==> config.mk <==
export PLATFORM = sky130hd
export DESIGN_NAME = uart_tx_arbiter
export DESIGN_NICKNAME = d
export VERILOG_FILES = /design/src/rtl/uart_tx_arbiter.sv
export SDC_FILE = /design/constraint.sdc
export NUM_CORES = 1
export LEC_CHECK = 0
export CORE_MARGIN = 5
export CORE_UTILIZATION = 50
export CTS_BUF_LIST = sky130_fd_sc_hd__clkbuf_8
export DETAILED_ROUTE_END_ITERATION = 6
export GPL_ROUTABILITY_DRIVEN = 0
export PLACE_DENSITY = 0.8
export SYNTH_ARGS = -nofsm -noshare
export SYNTH_HDL_FRONTEND = slang
export SYNTH_SLANG_ARGS = --single-unit
==> constraint.sdc <==
create_clock -name clk -period 2.4 [get_ports clk]
set_input_delay 0.48 -clock clk [delete_from_list [all_inputs] [get_ports clk]]
set_output_delay 0.48 -clock clk [all_outputs]
set_load 0.05 [all_outputs]
==> src/rtl/uart_tx_arbiter.sv <==
// Round-robin, packet-atomic arbiter sharing one UART transmitter between two byte requesters.
// Optional UART_ARB_STATS_EN adds per-requester byte counters and a lock-timeout counter.
module uart_tx_arbiter #(
  parameter int LOCK_TIMEOUT = 2170,
  parameter int TO_W         = 12,
  parameter int CNT_W        = 16
) (
  input  logic             clk,
  input  logic             resetn,
  input  logic             req0_valid,
  input  logic [7:0]       req0_data,
  input  logic             req0_last,
  output logic             req0_ready,
  input  logic             req1_valid,
  input  logic [7:0]       req1_data,
  input  logic             req1_last,
  output logic             req1_ready,
  output logic             tx_start,
  output logic [7:0]       tx_data,
  input  logic             tx_busy,
  output logic [1:0]       grant,
  output logic             timeout_evt
`ifdef UART_ARB_STATS_EN
  ,
  output logic [CNT_W-1:0] stat0_bytes,
  output logic [CNT_W-1:0] stat1_bytes,
  output logic [7:0]       stat_timeouts
`endif
);

  typedef enum logic [2:0] {S_IDLE, S_ARMED, S_START, S_SETTLE, S_DRAIN} state_t;

  state_t          state_q, state_d;
  logic            owner_q, owner_d;
  logic            rr_q, rr_d;
  logic [TO_W-1:0] to_cnt_q, to_cnt_d;
  logic            last_q;
  logic            load;
  logic            sel_valid;
  logic [7:0]      sel_data;
  logic            sel_last;
  logic            accept;
  logic            to_hit;

  assign sel_valid = owner_q ? req1_valid : req0_valid;
  assign sel_data  = owner_q ? req1_data  : req0_data;
  assign sel_last  = owner_q ? req1_last  : req0_last;
  assign accept    = (state_q == S_ARMED) && sel_valid && !tx_busy;
  assign to_hit    = (to_cnt_q == TO_W'(LOCK_TIMEOUT - 1));

  assign req0_ready = (state_q == S_ARMED) && !owner_q && !tx_busy;
  assign req1_ready = (state_q == S_ARMED) &&  owner_q && !tx_busy;
  assign grant      = (state_q == S_IDLE) ? 2'b00 : (owner_q ? 2'b10 : 2'b01);

  always_comb begin
    state_d     = state_q;
    owner_d     = owner_q;
    rr_d        = rr_q;
    to_cnt_d    = to_cnt_q;
    load        = 1'b0;
    tx_start    = 1'b0;
    timeout_evt = 1'b0;
    case (state_q)
      S_IDLE: begin
        if (req0_valid || req1_valid) begin
          owner_d  = (req0_valid && req1_valid) ? rr_q : req1_valid;
          to_cnt_d = '0;
          state_d  = S_ARMED;
        end
      end
      S_ARMED: begin
        // An accept on the terminal-count cycle takes precedence over revocation.
        if (accept) begin
          load     = 1'b1;
          to_cnt_d = '0;
          state_d  = S_START;
        end else if (to_hit) begin
          timeout_evt = 1'b1;
          rr_d        = ~owner_q;
          to_cnt_d    = '0;
          state_d     = S_IDLE;
        end else begin
          to_cnt_d = to_cnt_q + TO_W'(1);
        end
      end
      S_START: begin
        tx_start = 1'b1;
        state_d  = S_SETTLE;
      end
      S_SETTLE: state_d = S_DRAIN;
      S_DRAIN: begin
        if (!tx_busy) begin
          if (last_q) begin
            rr_d    = ~owner_q;
            state_d = S_IDLE;
          end else begin
            state_d = S_ARMED;
          end
        end
      end
      default: state_d = S_IDLE;
    endcase
  end

  always_ff @(posedge clk or negedge resetn) begin
    if (!resetn) begin
      state_q  <= S_IDLE;
      owner_q  <= 1'b0;
      rr_q     <= 1'b0;
      to_cnt_q <= '0;
      tx_data  <= 8'h00;
    end else begin
      state_q  <= state_d;
      owner_q  <= owner_d;
      rr_q     <= rr_d;
      to_cnt_q <= to_cnt_d;
      if (load) tx_data <= sel_data;
    end
  end

  always_ff @(posedge clk) begin
    if (load) last_q <= sel_last;
  end

`ifdef UART_ARB_STATS_EN
  always_ff @(posedge clk or negedge resetn) begin
    if (!resetn) begin
      stat0_bytes   <= '0;
      stat1_bytes   <= '0;
      stat_timeouts <= 8'h00;
    end else begin
      if (accept && !owner_q) stat0_bytes <= stat0_bytes + CNT_W'(1);
      if (accept &&  owner_q) stat1_bytes <= stat1_bytes + CNT_W'(1);
      if (timeout_evt)        stat_timeouts <= stat_timeouts + 8'd1;
    end
  end
`endif

endmodule

* After elaboration in Yosys (flattened, before gate mapping) *
Cells that the tools add are included.

word-level totals
  bits in registers = 26
  input port bits = 23
  output and inout bits = 14
  word-level logic and storage cells = 63

operators by class
  add/sub/neg operators = 1
  eq/ne operators = 11
  mux-type cells = 27
  bitwise logic cells = 1
  reductions and logical operators = 17

operator list
  kind                   count
  $mux 12                3
  $pmux 12 s2            1
  $pmux 3 s5             1
  $mux 1                 14
  $add 12x1->12 const B  1
  $eq 12x12->1 const B   1
  $mux 3                 4
  $mux 8                 1
  $ne 2x2->1 const B     4
  $logic_and 1x1->1      7
  $eq 3x2->1 const B     2
  $reduce_and 5->1       1
  $mux 2                 2
  $reduce_and 2->1       2
  $reduce_bool 2->1      2
  $eq 3x1->1 const B     1
  $eq 3x3->1 const B     1
  $logic_not 3->1        1
  $ne 3x3->1 const B     1
  $reduce_and 3->1       1
  $logic_not 1->1        2
  $ne 2x1->1 const B     1
  $pmux 1 s2             1
  $logic_or 1x1->1       1
  $not 1->1              1

* Depth between registers and ports, before layout *
  depth after elaboration = 5
  gate-level depth with buffers = 7
  mapped depth without buffers = 6

* Least setup slack after synthesis *
No wires, ideal clock.

  kind = register to output
  start = reg state_q[2]
  end = out req1_ready
  data arrival time = 2108 ps
  required time = 1920 ps
  path slack = -188 ps
  stages on the path, launching flop included = 4
  buffers on the path = 1
  cells stage by stage = dfrtp_1 buf_2 or3b_4 nor3b_1

on the way
  word-level cells in the longest chain between the ends = 3

ends and longest elaborated chain
  what                            RTL line  text
  start: declaration              33        state_t state_q, state_d;
  start signal: assignment        113       state_q <= state_d;
  $eq 3x1->1                      52        assign req1_ready = (state_q == S_ARMED) && owner_q && !tx_busy;
  $logic_and 1x1->1 (2 in a row)  52
  end: declaration                17        output logic req1_ready,

No other way between the ends.

* Final worst setup path *
  start = reg to_cnt_q[1]
  end = out timeout_evt

on the way
  word-level cells in the longest chain between the ends = 4

ends and longest elaborated chain
  what                      RTL line  text
  start: declaration        36        logic [TO_W-1:0] to_cnt_q, to_cnt_d;
  start signal: assignment  116       to_cnt_q <= to_cnt_d;
  $eq 12x12->1              49        assign to_hit = (to_cnt_q == TO_W'(LOCK_TIMEOUT - 1));
  $mux 1                    77        end else if (to_hit) begin
  $mux 1                    73        if (accept) begin
  $mux 1                    63        case (state_q)
  end: declaration          22        output logic timeout_evt

No other way between the ends.

==> flow_results.xml <==
<?xml version="1.0" encoding="UTF-8"?>
<metrics>
  <group name="outcome">
    <metric name="run_status" unit="">completed</metric>
  </group>
  <group name="cts">
    <metric name="cts_sinks" unit="">26</metric>
    <metric name="number_of_clock_buffers_inserted_by_tritoncts" unit="">3</metric>
    <metric name="clock_tree_from_tritoncts" unit="">built</metric>
    <metric name="cts_max_path_buffers" unit="">2</metric>
    <metric name="cts.clk_slew.worst_paths" unit="ps">90</metric>
    <metric name="cts.htree.levels" unit="">1</metric>
    <metric name="root_buf_cell" unit="">sky130_fd_sc_hd__clkbuf_8</metric>
    <metric name="postCtsSetupBuffers" unit="">0</metric>
    <metric name="clk_latency" unit="ps">260</metric>
    <metric name="ctsHoldBuffers" unit="">0</metric>
  </group>
  <group name="sta">
    <metric name="layout_min_cycle_time" unit="ps">2308</metric>
    <metric name="slew_headroom" unit="">0.6386</metric>
    <metric name="number_of_setup_violations_in_the_final_report" unit="">0</metric>
    <metric name="final-max-slew-violation-count" unit="">0</metric>
    <metric name="worst_slew_pin_slew" unit="ps">541.3</metric>
    <metric name="rsz0062_at_grt" unit="">false</metric>
    <metric name="setup_tns" unit="ps">0</metric>
    <metric name="hold_slack" unit="ps">486.8</metric>
    <metric name="maxClockFrequency" unit="GHz">0.4332</metric>
    <metric name="timing.clock.skew" unit="ps">4.284</metric>
    <metric name="final-hold-violation-count" unit="">0</metric>
    <metric name="period_utilization" unit="">0.9618</metric>
  </group>
  <group name="pwr">
    <metric name="pwr_density_cell" unit="mW/mm²">1194</metric>
    <metric name="leakage" unit="nW">0.8413</metric>
    <metric name="p_int" unit="mW">1.259</metric>
    <metric name="power.share.switching" unit="">0.4625</metric>
    <metric name="finalPower" unit="mW">2.342</metric>
    <metric name="seqPwrFrac" unit="">0.292</metric>
    <metric name="p_comb_frac" unit="">0.590</metric>
    <metric name="vdd.ir_drop.worst" unit="V">0.0009875</metric>
    <metric name="clock_power_share" unit="">0.117</metric>
    <metric name="switching_power_total" unit="mW">1.083</metric>
  </group>
  <group name="synth">
    <metric name="syn-cell-area" unit="mm²">0.001463</metric>
    <metric name="synth.lib_cells_used.distinct" unit="">42</metric>
    <metric name="area_share_of_and_or_nand_nor_cells_after_synthesis" unit="">0.2139</metric>
    <metric name="asyncSetResetFlopFracSynth" unit="">0.9615</metric>
    <metric name="synth-adder-area-share" unit="">0.01711</metric>
    <metric name="post_synth_xor_area_fraction" unit="">0</metric>
    <metric name="synth-seq-cells" unit="">26</metric>
    <metric name="yosys_most_used_dff" unit="">sky130_fd_sc_hd__dfrtp_1</metric>
    <metric name="avgSynthCellArea" unit="µm²">9.950</metric>
    <metric name="mappedNetlistNets" unit="">172</metric>
    <metric name="syn-instance-count" unit="">147</metric>
    <metric name="post_synthesis_mux_area_share" unit="">0.08298</metric>
    <metric name="synth_seq_area_share" unit="">0.4482</metric>
    <metric name="synth_top_family_by_area" unit="">simple AND/OR/NAND/NOR gates</metric>
    <metric name="number_of_synthesized_flops_with_an_enable_pin" unit="">1</metric>
    <metric name="yosysWarningCount" unit="">0</metric>
    <metric name="synth-compound-area-share" unit="">0.1865</metric>
  </group>
  <group name="cells_and_area">
    <metric name="final_instance_area" unit="mm²">0.001962</metric>
    <metric name="drive_above_1_share" unit="">0.1330</metric>
    <metric name="fill_cells" unit="">208</metric>
    <metric name="area_overhead_vs_synth" unit="%">34.13</metric>
    <metric name="nets" unit="">214</metric>
    <metric name="antenna_cells" unit="">0</metric>
    <metric name="final_cell_mix" unit="">sky130_fd_sc_hd__clkdlybuf4s50_1, sky130_fd_sc_hd__dfrtp_1, sky130_fd_sc_hd__a31oi_1</metric>
    <metric name="non_filler_instance_count_after_layout" unit="">219</metric>
    <metric name="final_common_cell" unit="">sky130_fd_sc_hd__clkdlybuf4s50_1</metric>
  </group>
  <group name="die">
    <metric name="initial_util" unit="">0.5259</metric>
    <metric name="pin_count" unit="">37</metric>
    <metric name="dieArea" unit="mm²">0.004107</metric>
    <metric name="die_height" unit="µm">64.09</metric>
    <metric name="chipWidth" unit="µm">64.09</metric>
    <metric name="count_of_standard_cell_rows" unit="">19</metric>
    <metric name="core-area" unit="mm²">0.002781</metric>
  </group>
  <group name="worst_setup_path">
    <metric name="buf_inv_on_cp" unit="">2</metric>
    <metric name="worst_path_class_setup" unit="">flop to output pin</metric>
    <metric name="timing.critical_path.from_type" unit="">flop</metric>
    <metric name="worst-path-max-fanout" unit="">4</metric>
    <metric name="slowest_cell_on_the_critical_path" unit="">sky130_fd_sc_hd__dfrtp_1</metric>
    <metric name="worst_ep_required_time" unit="ps">1920</metric>
    <metric name="largest_stage_delay_worst_path" unit="ps">420</metric>
    <metric name="worst_r2r_endpoint" unit="">to_cnt_q[10]</metric>
    <metric name="critical_path.top_delay_family" unit="">simple AND/OR/NAND/NOR gates</metric>
    <metric name="worstPathCellList" unit="">inv_1 -&gt; ha_1 -&gt; nor4bb_1 -&gt; nand3_1 -&gt; nor2_1 -&gt; buf_12</metric>
    <metric name="r2r-start" unit="">state_q[2]</metric>
    <metric name="r2r_cells" unit="">4</metric>
    <metric name="worst_ep_arrival_time" unit="ps">1830</metric>
    <metric name="r2r_slack" unit="ps">620</metric>
    <metric name="crit_path_end_kind" unit="">output pin</metric>
  </group>
  <group name="min_path">
    <metric name="min_path_cells" unit="">1</metric>
    <metric name="holdPathEnd" unit="">to_cnt_q[11]</metric>
    <metric name="min-delay-start" unit="">to_cnt_q[11]</metric>
    <metric name="timing.hold.worst.class" unit="">flop to flop</metric>
  </group>
  <group name="routing">
    <metric name="drcViolationCount" unit="">0</metric>
    <metric name="drtIter0Drc" unit="">72</metric>
    <metric name="total_routed_wirelength" unit="µm">3451</metric>
    <metric name="antenna_violating_nets_post_route" unit="">0</metric>
    <metric name="drt_pass1_iterations" unit="">5</metric>
    <metric name="detail_route.vias_per_cell" unit="">6.041</metric>
    <metric name="detailroute.via_count" unit="">1323</metric>
    <metric name="route.detailed.wl_per_inst" unit="µm">15.76</metric>
  </group>
  <group name="place">
    <metric name="numPlacedInstances" unit="">215</metric>
    <metric name="place.port_buffers" unit="">36</metric>
    <metric name="dpl.hpwl" unit="µm">2671</metric>
    <metric name="dpl_cell_area" unit="mm²">0.001904</metric>
  </group>
  <group name="global_route">
    <metric name="gr-usage-all-layers" unit="">0.1809</metric>
    <metric name="grt_pass1_wl" unit="µm">6037</metric>
    <metric name="maximum_number_of_pins_on_one_net_before_global_route_repair" unit="">26</metric>
    <metric name="first_global_vias" unit="">1384</metric>
    <metric name="antenna_violations_before_repair" unit="">0</metric>
    <metric name="grt_remaining_overflow" unit="">0</metric>
  </group>
  <group name="job">
    <metric name="max_cap_violation_count" unit="">0</metric>
  </group>
</metrics>
## sequential cells by signal, summed over array words and instances (netlist names)
register / cells
last_q: 1
owner_q: 1
rr_q: 1
state_q: 3
to_cnt_q: 12
tx_data: 8
## cell type report
| type | count | area [µm²] | area share |
|---|---|---|---|
| tap | 31 | 38.79 | 0.01977 |
| clock buffer | 4 | 55.05 | 0.02806 |
| timing repair buffer | 45 | 455.4 | 0.2321 |
| inverter | 4 | 15.01 | 0.007653 |
| multi-input combinational | 109 | 742.0 | 0.3782 |
| sequential | 26 | 655.6 | 0.3342 |
## metal layers
layer	share of wire	GRT usage	vias up	wire length (µm)
met5	0	0	-	0
met4	0.0072	0.03896	0	25
met3	0.088	0.06305	4	305
met2	0.48	0.3153	44	1661
met1	0.42	0.2133	634	1459
li1	-	-	641	-
## how the worst max path moves through the flow
| stage | cells past startpoint | slack, ps | to | from |
|---|---|---|---|---|
| 2_1_floorplan | 4 | 140 | timeout_evt | state_q[2] |
| 3_3_place_gp | 5 | 260 | timeout_evt | req1_valid |
| 3_5_place_dp | 5 | 250 | timeout_evt | req1_valid |
| 4_1_cts | 3 | 60 | grant[0] | state_q[2] |
| 5_1_grt | 6 | 10 | timeout_evt | to_cnt_q[1] |
| 6_report | 6 | 90 | timeout_evt | to_cnt_q[1] |
## kinds of logic after synthesis
family,count (synthesis)
AND/OR/NAND/NOR,54
AO/OA/AOI/OAI,41
multiplexers,12
buffers and inverters,12
flip-flops,26
adder cells (fa/ha/maj),2
## per-stage QoR
stage          utilization  setup slack, ps
2_1_floorplan            -            135.6
3_3_place_gp        0.6847            262.5
3_5_place_dp        0.6847            247.2
4_1_cts             0.7045            59.82
5_1_grt             0.7054            12.72
6_report            0.7054            91.80
## Yosys cell counts, types with 2 or more instances
| cell | number | area (µm²) |
|---|---|---|
| sky130_fd_sc_hd__mux2i_1 | 11 | 110.1 |
| sky130_fd_sc_hd__dfrtp_1 | 25 | 625.6 |
| sky130_fd_sc_hd__o31ai_1 | 3 | 22.52 |
| sky130_fd_sc_hd__nor2b_1 | 2 | 12.51 |
| sky130_fd_sc_hd__a31oi_1 | 14 | 87.58 |
| sky130_fd_sc_hd__o21ai_1 | 3 | 15.01 |
| sky130_fd_sc_hd__ha_1 | 2 | 25.02 |
| sky130_fd_sc_hd__a41oi_1 | 2 | 17.52 |
| sky130_fd_sc_hd__buf_2 | 3 | 15.01 |
| sky130_fd_sc_hd__nand4_1 | 4 | 25.02 |
| sky130_fd_sc_hd__o211ai_1 | 2 | 15.01 |
| sky130_fd_sc_hd__and4_1 | 2 | 17.52 |
| sky130_fd_sc_hd__inv_1 | 4 | 15.01 |
| sky130_fd_sc_hd__a21oi_1 | 10 | 50.05 |
| sky130_fd_sc_hd__buf_8 | 2 | 30.03 |
| sky130_fd_sc_hd__nand3b_1 | 5 | 37.54 |
| sky130_fd_sc_hd__nor3_1 | 4 | 20.02 |
| sky130_fd_sc_hd__nand2_1 | 7 | 26.28 |
| sky130_fd_sc_hd__nor2_1 | 13 | 48.80 |
| sky130_fd_sc_hd__nand3_1 | 4 | 20.02 |
| sky130_fd_sc_hd__and3_1 | 4 | 25.02 |
## repair_timing
| item | 4_1_cts | 5_1_grt |
|---|---|---|
| hold endpoints to repair | 0 | 0 |
| endpoints found under the setup margin | 0 | 1 |
| gates resized for setup | 0 | 1 |
## power groups by stage
stage	clock [mW]	combinational (mW)	sequential, mW
final	0.274	1.38	0.685
after global routing	0.312	1.50	0.705
after CTS	0.282	1.39	0.685
after detailed placement	0	1.39	0.691
after global placement	0	1.36	0.681
after floorplan	0	0.792	0.886
(Power assumes the default switching activity.)
